### src/rtl/seq_inv_hw_if.sv
// Handshake and data bundle for the seq_inv_hw inverse-sum solver.
// master drives the request side; slave is the solver itself.
interface seq_inv_hw_if;
    logic        start;
    logic [15:0] O;
    logic [7:0]  I2;
    logic [7:0]  I3;
    logic        busy;
    logic        done;
    logic [7:0]  I1_out;
    logic        err;

    modport master (output start, O, I2, I3, input busy, done, I1_out, err);
    modport slave  (input start, O, I2, I3, output busy, done, I1_out, err);
endinterface

### src/rtl/seq_inv_hw.sv
// Recovers I1 from O = COEF1*I1 + 18*I2 + 13*I3 with a fixed 10-cycle latency:
// one subtract cycle, then an 8-cycle restoring divide by COEF1.
module seq_inv_hw #(
    parameter int unsigned COEF1 = 23
) (
    input  logic         clk,
    input  logic         reset,
    seq_inv_hw_if.slave  bus
);
    localparam logic [15:0] RMAX = 16'(COEF1 * 255);

    typedef enum logic [1:0] {IDLE, SUB, DIV, DONE} state_t;

    state_t       state, state_next;
    logic [15:0]  o_cap;
    logic [7:0]   i2_cap, i3_cap;
    logic [15:0]  rem;
    logic [7:0]   quot;
    logic [2:0]   cnt;
    logic         range_flag;
    logic [7:0]   i1_reg;
    logic         err_reg;

    logic [12:0]        p18, p13;
    logic signed [16:0] r_sub;
    logic               r_range;
    logic [15:0]        dvs;
    logic               fits;
    logic [15:0]        rem_step;
    logic [7:0]         quot_step;

    // Shift-add products; the known-operand sum never exceeds 13 bits.
    always_comb begin
        p18       = (13'(i2_cap) << 4) + (13'(i2_cap) << 1);
        p13       = (13'(i3_cap) << 3) + (13'(i3_cap) << 2) + 13'(i3_cap);
        r_sub     = $signed({1'b0, o_cap}) - $signed({4'd0, p18 + p13});
        r_range   = r_sub[16] || (r_sub[15:0] > RMAX);
        dvs       = 16'(COEF1) << cnt;
        fits      = (rem >= dvs);
        rem_step  = fits ? (rem - dvs) : rem;
        quot_step = quot;
        quot_step[cnt] = fits;
    end

    always_ff @(posedge clk or posedge reset) begin
        if (reset) state <= IDLE;
        else       state <= state_next;
    end

    always_comb begin
        state_next = state;
        unique case (state)
            IDLE: if (bus.start) state_next = SUB;
            SUB:  state_next = DIV;
            DIV:  if (cnt == 3'd0) state_next = DONE;
            DONE: state_next = bus.start ? SUB : IDLE;
            default: state_next = IDLE;
        endcase
    end

    always_ff @(posedge clk or posedge reset) begin
        if (reset) begin
            o_cap      <= '0;
            i2_cap     <= '0;
            i3_cap     <= '0;
            rem        <= '0;
            quot       <= '0;
            cnt        <= '0;
            range_flag <= 1'b0;
            i1_reg     <= '0;
            err_reg    <= 1'b0;
        end else begin
            unique case (state)
                IDLE, DONE: begin
                    if (bus.start) begin
                        o_cap  <= bus.O;
                        i2_cap <= bus.I2;
                        i3_cap <= bus.I3;
                        quot   <= '0;
                    end
                end
                SUB: begin
                    rem        <= {3'd0, r_sub[12:0]};
                    range_flag <= r_range;
                    cnt        <= 3'd7;
                end
                DIV: begin
                    rem  <= rem_step;
                    quot <= quot_step;
                    cnt  <= cnt - 3'd1;
                    // Results land on the last divide step so they are valid in DONE.
                    if (cnt == 3'd0) begin
                        i1_reg  <= range_flag ? 8'd0 : quot_step;
                        err_reg <= range_flag || (rem_step != 16'd0);
                    end
                end
                default: ;
            endcase
        end
    end

    assign bus.busy   = (state == SUB) || (state == DIV);
    assign bus.done   = (state == DONE);
    assign bus.I1_out = i1_reg;
    assign bus.err    = err_reg;
endmodule

### src/flat_wrapper.sv
// flat-port wrapper written by rule: the top's interface ports become plain ports
module seq_inv_hw_flat 
#(
    parameter int unsigned COEF1 = 23
)
  (clk, reset, bus_start, bus_O, bus_I2, bus_I3, bus_busy, bus_done, bus_I1_out, bus_err);
  seq_inv_hw_if bus_i ();
  input  logic clk;
  input  logic reset;
  input wire logic [$bits(bus_i.start)-1:0] bus_start;
  input wire logic [$bits(bus_i.O)-1:0] bus_O;
  input wire logic [$bits(bus_i.I2)-1:0] bus_I2;
  input wire logic [$bits(bus_i.I3)-1:0] bus_I3;
  output wire logic [$bits(bus_i.busy)-1:0] bus_busy;
  output wire logic [$bits(bus_i.done)-1:0] bus_done;
  output wire logic [$bits(bus_i.I1_out)-1:0] bus_I1_out;
  output wire logic [$bits(bus_i.err)-1:0] bus_err;
  assign bus_i.start = bus_start;
  assign bus_i.O = bus_O;
  assign bus_i.I2 = bus_I2;
  assign bus_i.I3 = bus_I3;
  assign bus_busy = bus_i.busy;
  assign bus_done = bus_i.done;
  assign bus_I1_out = bus_i.I1_out;
  assign bus_err = bus_i.err;
  seq_inv_hw #(.COEF1(COEF1)) u_core (.clk(clk), .reset(reset), .bus(bus_i));
endmodule
### config.mk
export PLATFORM = sky130hd
export DESIGN_NAME = seq_inv_hw_flat
export DESIGN_NICKNAME = d
export VERILOG_FILES = /design/src/rtl/seq_inv_hw_if.sv /design/src/rtl/seq_inv_hw.sv /design/src/flat_wrapper.sv
export SDC_FILE = /design/constraint.sdc
export NUM_CORES = 1
export LEC_CHECK = 0
export CAP_MARGIN = 0
export CELL_PAD_IN_SITES_DETAIL_PLACEMENT = 0
export CELL_PAD_IN_SITES_GLOBAL_PLACEMENT = 2
export CORE_ASPECT_RATIO = 1.4
export CORE_MARGIN = 1.5
export CORE_UTILIZATION = 41
export CTS_BUF_LIST = sky130_fd_sc_hd__clkbuf_2
export DETAILED_ROUTE_END_ITERATION = 12
export HOLD_SLACK_MARGIN = 0.08
export PLACE_DENSITY = 0.95
export SYNTH_ARGS = -nofsm -noshare
export SYNTH_HDL_FRONTEND = slang
export SYNTH_SLANG_ARGS = --single-unit
### constraint.sdc
create_clock -name clk -period 10.57 [get_ports clk]
set_input_delay 1.057 -clock clk [delete_from_list [all_inputs] [get_ports clk]]
set_output_delay 1.057 -clock clk [all_outputs]
set_load 0.02 [all_outputs]
==> impl_metrics.json, run 1 <==
{
  "status": "complete, no violations",
  "io_buffers": 45,
  "path_class": "reg2reg",
  "final_layout_size_suffix_gt1_share_pct": 9.88,
  "die_w_microns": 103,
  "skew_ns": 0.0444,
  "cts_buffers": 9,
  "setup_viol": 0,
  "layout.nets": 765,
  "dr.pass1.iters": 4,
  "grt_overflow_total": 0,
  "syn2layout_area_growth_pct": 13.8,
  "clkTransAtPathRegs_ns": 0.25,
  "first_global_vias": 4669,
  "min-delay-start": "u_core.bus.I1_out[3]$_DFFE_PP0P_",
  "endpoint_kind": "register",
  "fillerInstances": 1289,
  "r2r_start": "u_core.i3_cap[0]$_DFFE_PP0P_",
  "fp-row-count": 50,
  "path_max_fanout": 10,
  "drc_errors": 0,
  "cp-start-kind": "register",
  "synth.avg_cell_area_sq_um": 9.27,
  "cts_resized": 0,
  "synthCells": 615,
  "rsz0062_at_grt": "no",
  "max_stage_delay_ns": 0.62,
  "antenna_found_initial": 1,
  "via_per_inst": 5.42,
  "fp.dieH_microns": 143,
  "drv_slew": 0,
  "clock_latency_ns": 0.55,
  "cts-root-buf": "clkbuf_2",
  "synthDistinctLibCells": 63,
  "io_pins": 46,
  "ys_seq_area_share_pct": 31.2,
  "r2r_slack_ns": 5.12,
  "wl_per_cell_microns": 15.7,
  "min_to": "u_core.bus.I1_out[3]$_DFFE_PP0P_",
  "design.core.area_sq_um": 13500,
  "syn_nets": 727,
  "synth_warnings": 0,
  "postCtsSetupRepairBufs": 0,
  "grt_usage_pct": 19.2,
  "initial_core_util_pct": 42.4,
  "synth_edf_count": 0,
  "ctsLongestPathBuffers": 2,
  "slew_headroom_pct": 33.0,
  "reg_top3": "u_core.o_cap (16), u_core.rem (16)",
  "cts.sinks": 71,
  "gp_congestion": 0.902,
  "dr.first_iter.drc_count": 161,
  "required_ns": 11.06,
  "vias": 4559,
  "crit_chain": "ha_1 -> inv_1 -> fa_1 -> xnor2_1 -> fa_1 -> inv_1 -> fa_1 -> inv_1 -> ha_1 -> nor2b_1 -> o21ai_0 -> a21oi_1 -> o21ai_0 -> nand2b_1 -> xnor2_1 -> ha_1 -> or4b_2 -> o2111ai_1 -> nor3_1 -> a211oi_1 -> o21ai_0 -> a41oi_1",
  "max_freq_ghz": 0.183,
  "grt_pass1_wl_microns": 21900,
  "finalCritPeriodShare_pct": 51.6,
  "grt_max_degree": 72,
  "syn_area_sq_um": 5700,
  "hp-class": "reg2reg",
  "holdPathStages": 1,
  "r2r_end": "u_core.range_flag$_DFFE_PP0N_",
  "die_area_sq_um": 14600,
  "yosys_register_bits": 71,
  "antenna_left": 0,
  "hold_viol_final": 0,
  "async_reset_ff_share_pct": 100,
  "fin_setup_tns_ns": 0,
  "final.min_clock_period_ns": 5.45,
  "htree_levels": 3,
  "cts-hold-fix-buffers": 0,
  "arrival_ns": 5.94,
  "worst_pin_slew_ns": 1.00,
  "cts_tree": "built",
  "drv_cap": 0,
  "cp_slowest_cell": "or4b_2",
  "wl_microns": 13200,
  "synth-main-ff-cell": "dfrtp_1",
  "r2r_cells": 22,
  "hpwl_microns": 10400
}
[worst max-delay path: cells and delay by family, from the launching register on]
kind / cells / cell delay (ns)
AND/OR/NAND/NOR: 4 / 0.96
XOR/XNOR: 2 / 0.29
adder cells (fa/ha/maj): 6 / 2.31
AO/OA/AOI/OAI: 7 / 1.23
flip-flops: 1 / 0.48
buffers and inverters: 3 / 0.15
[cell type report]
| type | count | area [sq um] | area share, % |
|---|---|---|---|
| Multi-Input combinational cell | 460 | 3600 | 55.5 |
| Sequential cell | 71 | 1780 | 27.4 |
| Timing Repair Buffer | 48 | 473 | 7.29 |
| Inverter | 63 | 236 | 3.65 |
| Tap cell | 182 | 228 | 3.51 |
| Clock inverter | 7 | 125 | 1.93 |
| Clock buffer | 9 | 45.0 | 0.694 |
| Antenna cell | 1 | 2.50 | 0.0386 |
[routing by layer]
metal	track usage, %	routed length [microns]	vias to the layer above
met3	2.41	316	26
met4	7.86	429	0
met1	21.1	5140	2199
li1	-	-	2254
met5	0	0	-
met2	36.4	7300	80
[cell usage after synthesis, types with 2 or more instances]
| cell type | instances | area [sq um] |
|---|---|---|
| a31o_2 | 2 | 17.5 |
| nor4_2 | 2 | 25.0 |
| o21ai_1 | 2 | 10.0 |
| a21o_1 | 14 | 105 |
| a22o_1 | 18 | 158 |
| o31ai_1 | 3 | 22.5 |
| inv_1 | 63 | 236 |
| nor4_1 | 3 | 18.8 |
| a31oi_1 | 8 | 50.1 |
| dfrtp_1 | 71 | 1780 |
| nand2b_1 | 5 | 31.3 |
| o22ai_1 | 4 | 25.0 |
| clkbuf_1 | 14 | 52.6 |
| nor2b_1 | 8 | 50.1 |
| mux2i_1 | 5 | 50.1 |
| o21ai_0 | 39 | 195 |
| xnor2_1 | 19 | 166 |
| mux2_2 | 28 | 315 |
| nand3b_1 | 4 | 30.0 |
| or2_2 | 5 | 31.3 |
| ha_1 | 61 | 763 |
| o211a_1 | 2 | 20.0 |
| nand3_1 | 5 | 25.0 |
| a22oi_1 | 2 | 15.0 |
| nand2_1 | 42 | 158 |
| buf_2 | 4 | 20.0 |
| o2111ai_1 | 2 | 17.5 |
| nand4_1 | 9 | 56.3 |
| a21oi_1 | 38 | 190 |
| a21boi_0 | 2 | 15.0 |
| nor2_1 | 44 | 165 |
| a211oi_1 | 5 | 37.5 |
| o31a_1 | 3 | 26.3 |
| a2bb2oi_1 | 2 | 17.5 |
| o21bai_1 | 3 | 22.5 |
| o211ai_1 | 4 | 30.0 |
| or3_1 | 2 | 12.5 |
| o41ai_1 | 2 | 17.5 |
| nor3_1 | 8 | 40.0 |
| o21a_1 | 6 | 45.0 |
| fa_1 | 16 | 320 |
| nor4b_1 | 2 | 17.5 |
| xor2_1 | 14 | 123 |
[cell usage in the layout, fill, tap and decap left out, drive strengths merged, types with 16 or more instances in the layout]
cell type,instances
inv,66
nor2,45
mux2,28
xnor2,19
dfrtp,71
nand2,43
a22o,18
a21oi,38
o21ai,42
fa,16
clkdlybuf4s50,45
ha,61
[through the flow]
stage	instances	cell area (sq um)	setup WS (ns)	util, %	hold slack, ns
floorplan	615	5700	5.51	-	0.473
global placement	824	6310	5.29	46.9	0.489
detailed placement	824	6310	5.11	46.9	0.495
CTS	840	6480	5.05	48.2	0.547
global route	841	6490	4.60	48.2	0.565
finish	841	6490	5.12	48.2	0.539
[worst max path at each step]
stage                                            start                             to  slack (ns)  depth (start not counted)
after detailed placement  u_core.i3_cap[0]$_DFFE_PP0P_  u_core.range_flag$_DFFE_PP0N_        5.11                         22
after global routing      u_core.i3_cap[0]$_DFFE_PP0P_  u_core.range_flag$_DFFE_PP0N_        4.60                         22
final                     u_core.i3_cap[0]$_DFFE_PP0P_  u_core.range_flag$_DFFE_PP0N_        5.12                         22
after CTS                 u_core.i3_cap[0]$_DFFE_PP0P_  u_core.range_flag$_DFFE_PP0N_        5.05                         22
after floorplan           u_core.i3_cap[0]$_DFFE_PP0P_     u_core.rem[11]$_DFFE_PP0P_        5.51                         23
after global placement    u_core.i3_cap[0]$_DFFE_PP0P_  u_core.range_flag$_DFFE_PP0N_        5.29                         21
[kinds of logic (layout without fill, tap and decap cells)]
| kind of cell | count (synthesis) | in the layout | synth area share [%] |
|---|---|---|---|
| flip-flops | 71 | 71 | 31.2 |
| AO/OA/AOI/OAI | 170 | 170 | 19.8 |
| buffers and inverters | 84 | 127 | 5.82 |
| AND/OR/NAND/NOR | 147 | 147 | 12.7 |
| other | 0 | 1 | 0 |
| XOR/XNOR | 33 | 33 | 5.07 |
| adder cells (fa/ha/maj) | 77 | 77 | 19.0 |
| multiplexers | 33 | 33 | 6.41 |
Power of run 1 is left out: the tool's default activity adds up to more than one toggle a clock period on the data nets, which glitch-free logic cannot reach.
==> run 2, diff against run 1 <==
--- a/config.mk
+++ b/config.mk
@@ -10,11 +10,11 @@
 export CELL_PAD_IN_SITES_GLOBAL_PLACEMENT = 2
 export CORE_ASPECT_RATIO = 1.4
 export CORE_MARGIN = 1.5
-export CORE_UTILIZATION = 41
+export CORE_UTILIZATION = 35
 export CTS_BUF_LIST = sky130_fd_sc_hd__clkbuf_2
 export DETAILED_ROUTE_END_ITERATION = 12
 export HOLD_SLACK_MARGIN = 0.08
-export PLACE_DENSITY = 0.95
+export PLACE_DENSITY = 0.88
 export SYNTH_ARGS = -nofsm -noshare
 export SYNTH_HDL_FRONTEND = slang
 export SYNTH_SLANG_ARGS = --single-unit
==> constraint.sdc (replaced) <==
create_clock -name clk -period 4.62 [get_ports clk]
set_input_delay 0.462 -clock clk [delete_from_list [all_inputs] [get_ports clk]]
set_output_delay 0.462 -clock clk [all_outputs]
set_load 0.02 [all_outputs]
==> run 2 against run 1 <==
The flow now finishes with violations (negative setup slack). Register-to-register slack worse by 5.5 ns. Die area up 17%. Critical path depth up 3. Count of clock-buffer cells in the layout unchanged. Worst hold slack worse by 0.15 ns. Non-clock buffer count up 56. Sequential cell count unchanged. Sequential share of layout area down 2.9 points. Highest routed layer unchanged. Final cell count up 8.7%. First-iteration DRC count up 15%.
==> impl_metrics.json, run 2 (synthesized netlist as in run 1, its figures left out) <==
{
  "final_cell_mix": "70 x dfrtp_1, 58 x inv_1, 55 x buf_4",
  "cts_buffers": 9,
  "cts-hold-fix-buffers": 0,
  "final_util_pct": 45.2,
  "path_max_fanout": 3,
  "final_layout_size_suffix_gt1_share_pct": 24.2,
  "grt_pass1_wl_microns": 23800,
  "clock_latency_ns": 0.56,
  "final.min_clock_period_ns": 5.01,
  "via_per_inst": 5.27,
  "drv_slew": 0,
  "design.core.area_sq_um": 16000,
  "drv_cap": 0,
  "grt_max_degree": 46,
  "io_buffers": 45,
  "endpoint_kind": "register",
  "fp.dieH_microns": 154,
  "first_global_vias": 5071,
  "max_freq_ghz": 0.199,
  "fp-row-count": 55,
  "dpl_cell_area_sq_um": 6720,
  "die_w_microns": 111,
  "layout.nets": 821,
  "dr.first_iter.drc_count": 185,
  "reg_top3": "u_core.o_cap (16), u_core.rem (16)",
  "clkTransAtPathRegs_ns": 0.25,
  "syn2layout_area_growth_pct": 27.2,
  "vias": 4816,
  "instances_no_fill": 914,
  "slew_headroom_pct": 35.2,
  "hpwl_microns": 11200,
  "hold_viol_final": 0,
  "drc_errors": 0,
  "stdcell_area_sq_um": 7250,
  "io_pins": 46,
  "required_ns": 5.11,
  "htree_levels": 3,
  "worst_slack_ns": -0.393,
  "cts.sinks": 71,
  "worst_pin_slew_ns": 0.971,
  "skew_ns": 0.0362,
  "cp-start-kind": "register",
  "grt_overflow_total": 0,
  "violations": "negative setup slack",
  "ctsLongestPathBuffers": 2,
  "cts-root-buf": "clkbuf_2",
  "cts_tree": "built",
  "wl_per_cell_microns": 15.8,
  "initial_core_util_pct": 35.6,
  "fillerInstances": 1571,
  "antenna_left": 0,
  "mostFrequentLayoutCell": "dfrtp_1",
  "setup_viol": 7,
  "grt_usage_pct": 17.2,
  "rsz0062_at_grt": "yes",
  "path_class": "reg2reg",
  "dpl_worst_slack_ns": -0.526,
  "finalCritPeriodShare_pct": 109,
  "status": "finished, violations left",
  "die_area_sq_um": 17100,
  "dp_cells": 888,
  "wl_microns": 14500,
  "antenna_found_initial": 1,
  "hp-class": "in2async",
  "dr.pass1.iters": 4,
  "gp_congestion": 0.862,
  "arrival_ns": 5.51
}
run 2: cell types whose count changed in the layout (fill, tap and decap cells not counted), moves of 7 or more:
cell,before,now
buf_4,3,55
a21oi_1,38,28
a21oi_2,0,9
o21ai_0,39,31
ha_1,61,54
run 2: critical path, cell delays in order, from the launching register on:
cell and delay [ns]:
dfrtp_1 0.47, ha_4 0.16, inv_2 0.03, fa_2 0.52
inv_2 0.04, fa_1 0.47, inv_1 0.05, fa_1 0.44
buf_4 0.15, fa_2 0.36, nor2b_4 0.12, o21ai_2 0.08
a21oi_2 0.15, o21ai_1 0.08, nand2b_1 0.10, xnor2_1 0.12
ha_1 0.28, buf_4 0.16, nor3_2 0.18, nor2_2 0.07
o41ai_4 0.05, buf_4 0.17, mux2i_1 0.19, o22ai_1 0.11
a31o_2 0.23, a41oi_2 0.16
run 2: final timing paths:
check                                                   endpoint                             start  slack, ns  cells past startpoint
worst max-delay path               u_core.range_flag$_DFFE_PP0N_      u_core.i3_cap[0]$_DFFE_PP0P_      -0.39                     25
worst min-delay path                  u_core.quot[2]$_DFFE_PP0P_                             reset       0.39                      2
worst max register to register     u_core.range_flag$_DFFE_PP0N_      u_core.i3_cap[0]$_DFFE_PP0P_      -0.39                     25
worst min register to register  u_core.bus.I1_out[6]$_DFFE_PP0P_  u_core.bus.I1_out[6]$_DFFE_PP0P_       0.54                      1
max in group asynchronous            u_core.o_cap[1]$_DFFE_PP0P_                             reset       3.28                      3
min in group clk                    u_core.i2_cap[2]$_DFFE_PP0P_                         bus_I2[2]       0.43                      3
run 2: repair_timing:
item                                    CTS  global route
pin swaps                                15            25
endpoints found under the setup margin    7             8
gates resized for setup                  37            33
buffers inserted                          4             6
run 2: final cells by class:
cell class                 count  area [sq um]  area share [%]
clock buffer                   9          45.0           0.621
tap                          199           249            3.43
inverter                      63           236            3.26
sequential                    71          1780            24.5
multi-input combinational    460          3940            54.3
timing repair buffer         104           917            12.6
antenna                        1          2.50          0.0345
clock inverter                 7          87.6            1.21
run 2: per-stage QoR:
step | hold slack [ns] | setup TNS (ns)
global route | 0.360 | -3.67
finish | 0.391 | -1.82
detailed placement | 0.494 | -2.13
CTS | 0.362 | -2.01
floorplan | 0.473 | -0.681
global placement | 0.489 | -1.66
run 2: layer usage:
layer	global-route usage, %	routed length, microns	vias up
li1	-	-	2369
met1	18.6	5770	2339
met2	32.3	7770	78
met3	2.40	318	30
met4	9.22	629	0
met5	0	0	-
Power of run 2 is left out for the same reason.
==> run 3, diff against run 2 <==
--- a/config.mk
+++ b/config.mk
@@ -15,6 +15,7 @@
 export DETAILED_ROUTE_END_ITERATION = 12
 export HOLD_SLACK_MARGIN = 0.08
 export PLACE_DENSITY = 0.88
+export SLEW_MARGIN = 30
 export SYNTH_ARGS = -nofsm -noshare
 export SYNTH_HDL_FRONTEND = slang
 export SYNTH_SLANG_ARGS = --single-unit
==> run 3 against run 2 <==
The flow still finishes with violations (negative setup slack). Fmax hardly changed. Critical path type unchanged. Largest cell class unchanged. Clock skew fell by 0.00084 ns. Non-clock buffer count unchanged. Critical endpoint unchanged. Count of clock-buffer cells in the layout unchanged. Sequential cell count did not move. Die area unchanged.
==> impl_metrics.json, run 3 (synthesized netlist as in run 1, its figures left out) <==
{
  "status": "finished, violations left",
  "violations": "negative setup slack",
  "gp_congestion": 0.862,
  "finalCritPeriodShare_pct": 109,
  "htree_levels": 3,
  "cts_buffers": 9,
  "rsz0062_at_grt": "yes",
  "cp-start-kind": "register",
  "wl_microns": 14500,
  "cp_slowest_cell": "fa_2",
  "final_layout_size_suffix_gt1_share_pct": 24.2,
  "grt_usage_pct": 17.2,
  "worst_pin_slew_ns": 0.814,
  "drv_cap": 0,
  "path_class": "reg2reg",
  "skew_ns": 0.0354,
  "final.min_clock_period_ns": 5.02,
  "drv_slew": 0,
  "max_freq_ghz": 0.199,
  "wl_per_cell_microns": 15.8,
  "path_max_fanout": 3,
  "required_ns": 5.11,
  "cts.sinks": 71,
  "hpwl_microns": 11200,
  "dr.first_iter.drc_count": 184,
  "ctsLongestPathBuffers": 2,
  "initial_core_util_pct": 35.6,
  "first_global_vias": 5071,
  "cts-root-buf": "clkbuf_2",
  "arrival_ns": 5.51,
  "dpl_cell_area_sq_um": 6720,
  "stdcell_area_sq_um": 7250,
  "vias": 4822,
  "setup_viol": 7,
  "mostFrequentLayoutCell": "dfrtp_1",
  "antenna_left": 0,
  "worst_slack_ns": -0.398,
  "syn2layout_area_growth_pct": 27.2,
  "hp-class": "in2async",
  "slew_headroom_pct": 45.7,
  "fp.dieH_microns": 154,
  "reg_top3": "u_core.o_cap (16), u_core.rem (16)",
  "crit_top_cell": "buf_4",
  "die_w_microns": 111,
  "clock_latency_ns": 0.55,
  "clkTransAtPathRegs_ns": 0.26,
  "grt_overflow_total": 0,
  "cts_tree": "built",
  "io_buffers": 45,
  "final_cell_mix": "70 x dfrtp_1, 58 x inv_1, 55 x buf_4",
  "antenna_found_initial": 1,
  "max_stage_delay_ns": 0.52,
  "die_area_sq_um": 17100,
  "via_per_inst": 5.28,
  "design.core.area_sq_um": 16000,
  "layout.nets": 821,
  "drc_errors": 0,
  "worst-path-buf-inv": 6,
  "dr.pass1.iters": 4,
  "grt_max_degree": 46,
  "grt_pass1_wl_microns": 23800,
  "endpoint_kind": "register",
  "path_delay_family": "adder cells",
  "fp-row-count": 55,
  "hold_viol_final": 0,
  "io_pins": 46
}
==> run 3: cell types whose count changed in the layout (fill, tap and decap cells not counted) <==
cell / before / now
clkinv_2: 0 / 1
inv_2: 5 / 4
==> run 3: path summary, 6_finish.rpt <==
check,startpoint,endpoint,slack (ns),cells after the start
max,u_core.i3_cap[0]$_DFFE_PP0P_,u_core.range_flag$_DFFE_PP0N_,-0.40,25
min,reset,u_core.quot[2]$_DFFE_PP0P_,0.30,2
max reg2reg,u_core.i3_cap[0]$_DFFE_PP0P_,u_core.range_flag$_DFFE_PP0N_,-0.40,25
min reg2reg,u_core.bus.I1_out[6]$_DFFE_PP0P_,u_core.bus.I1_out[6]$_DFFE_PP0P_,0.54,1
max in group asynchronous,reset,u_core.o_cap[1]$_DFFE_PP0P_,3.44,3
min in group clk,bus_I2[2],u_core.i2_cap[2]$_DFFE_PP0P_,0.44,3
==> run 3: per-layer routing <==
| metal | routed length [microns] | global-route usage (%) |
|---|---|---|
| met1 | 5720 | 18.6 |
| met2 | 7810 | 32.3 |
| met3 | 323 | 2.40 |
| met4 | 636 | 9.22 |
| met5 | 0 | 0 |
==> run 3: final cells by class <==
cell class | instances | area, sq um
fillers | 1570 | 8780
multi-input cells | 460 | 3940
flip-flops and latches | 71 | 1780
repair buffers | 104 | 917
well taps | 199 | 249
inverters | 63 | 238
clock inverters | 7 | 87.6
clock buffers | 9 | 45.0
diodes | 1 | 2.50
==> run 3: what timing repair did <==
action                                  CTS  global route
setup buffers                             4             6
pin swaps                                15            25
hold buffers                              0             0
endpoints found under the setup margin    7             8
resized for setup                        37            33
cloned                                    0             0
==> run 3: per-stage QoR <==
| stage | instances | TNS [ns] | hold WS [ns] | utilization [%] | worst slack [ns] |
|---|---|---|---|---|---|
| floorplan | 615 | -0.681 | 0.473 | - | -0.265 |
| detailed placement | 888 | -2.13 | 0.494 | 41.9 | -0.526 |
| global placement | 888 | -1.66 | 0.489 | 41.9 | -0.423 |
| global route | 914 | -3.67 | 0.328 | 45.2 | -0.652 |
| CTS | 907 | -2.01 | 0.362 | 44.0 | -0.477 |
| finish | 914 | -1.84 | 0.304 | 45.2 | -0.398 |
Power of run 3 is left out for the same reason.
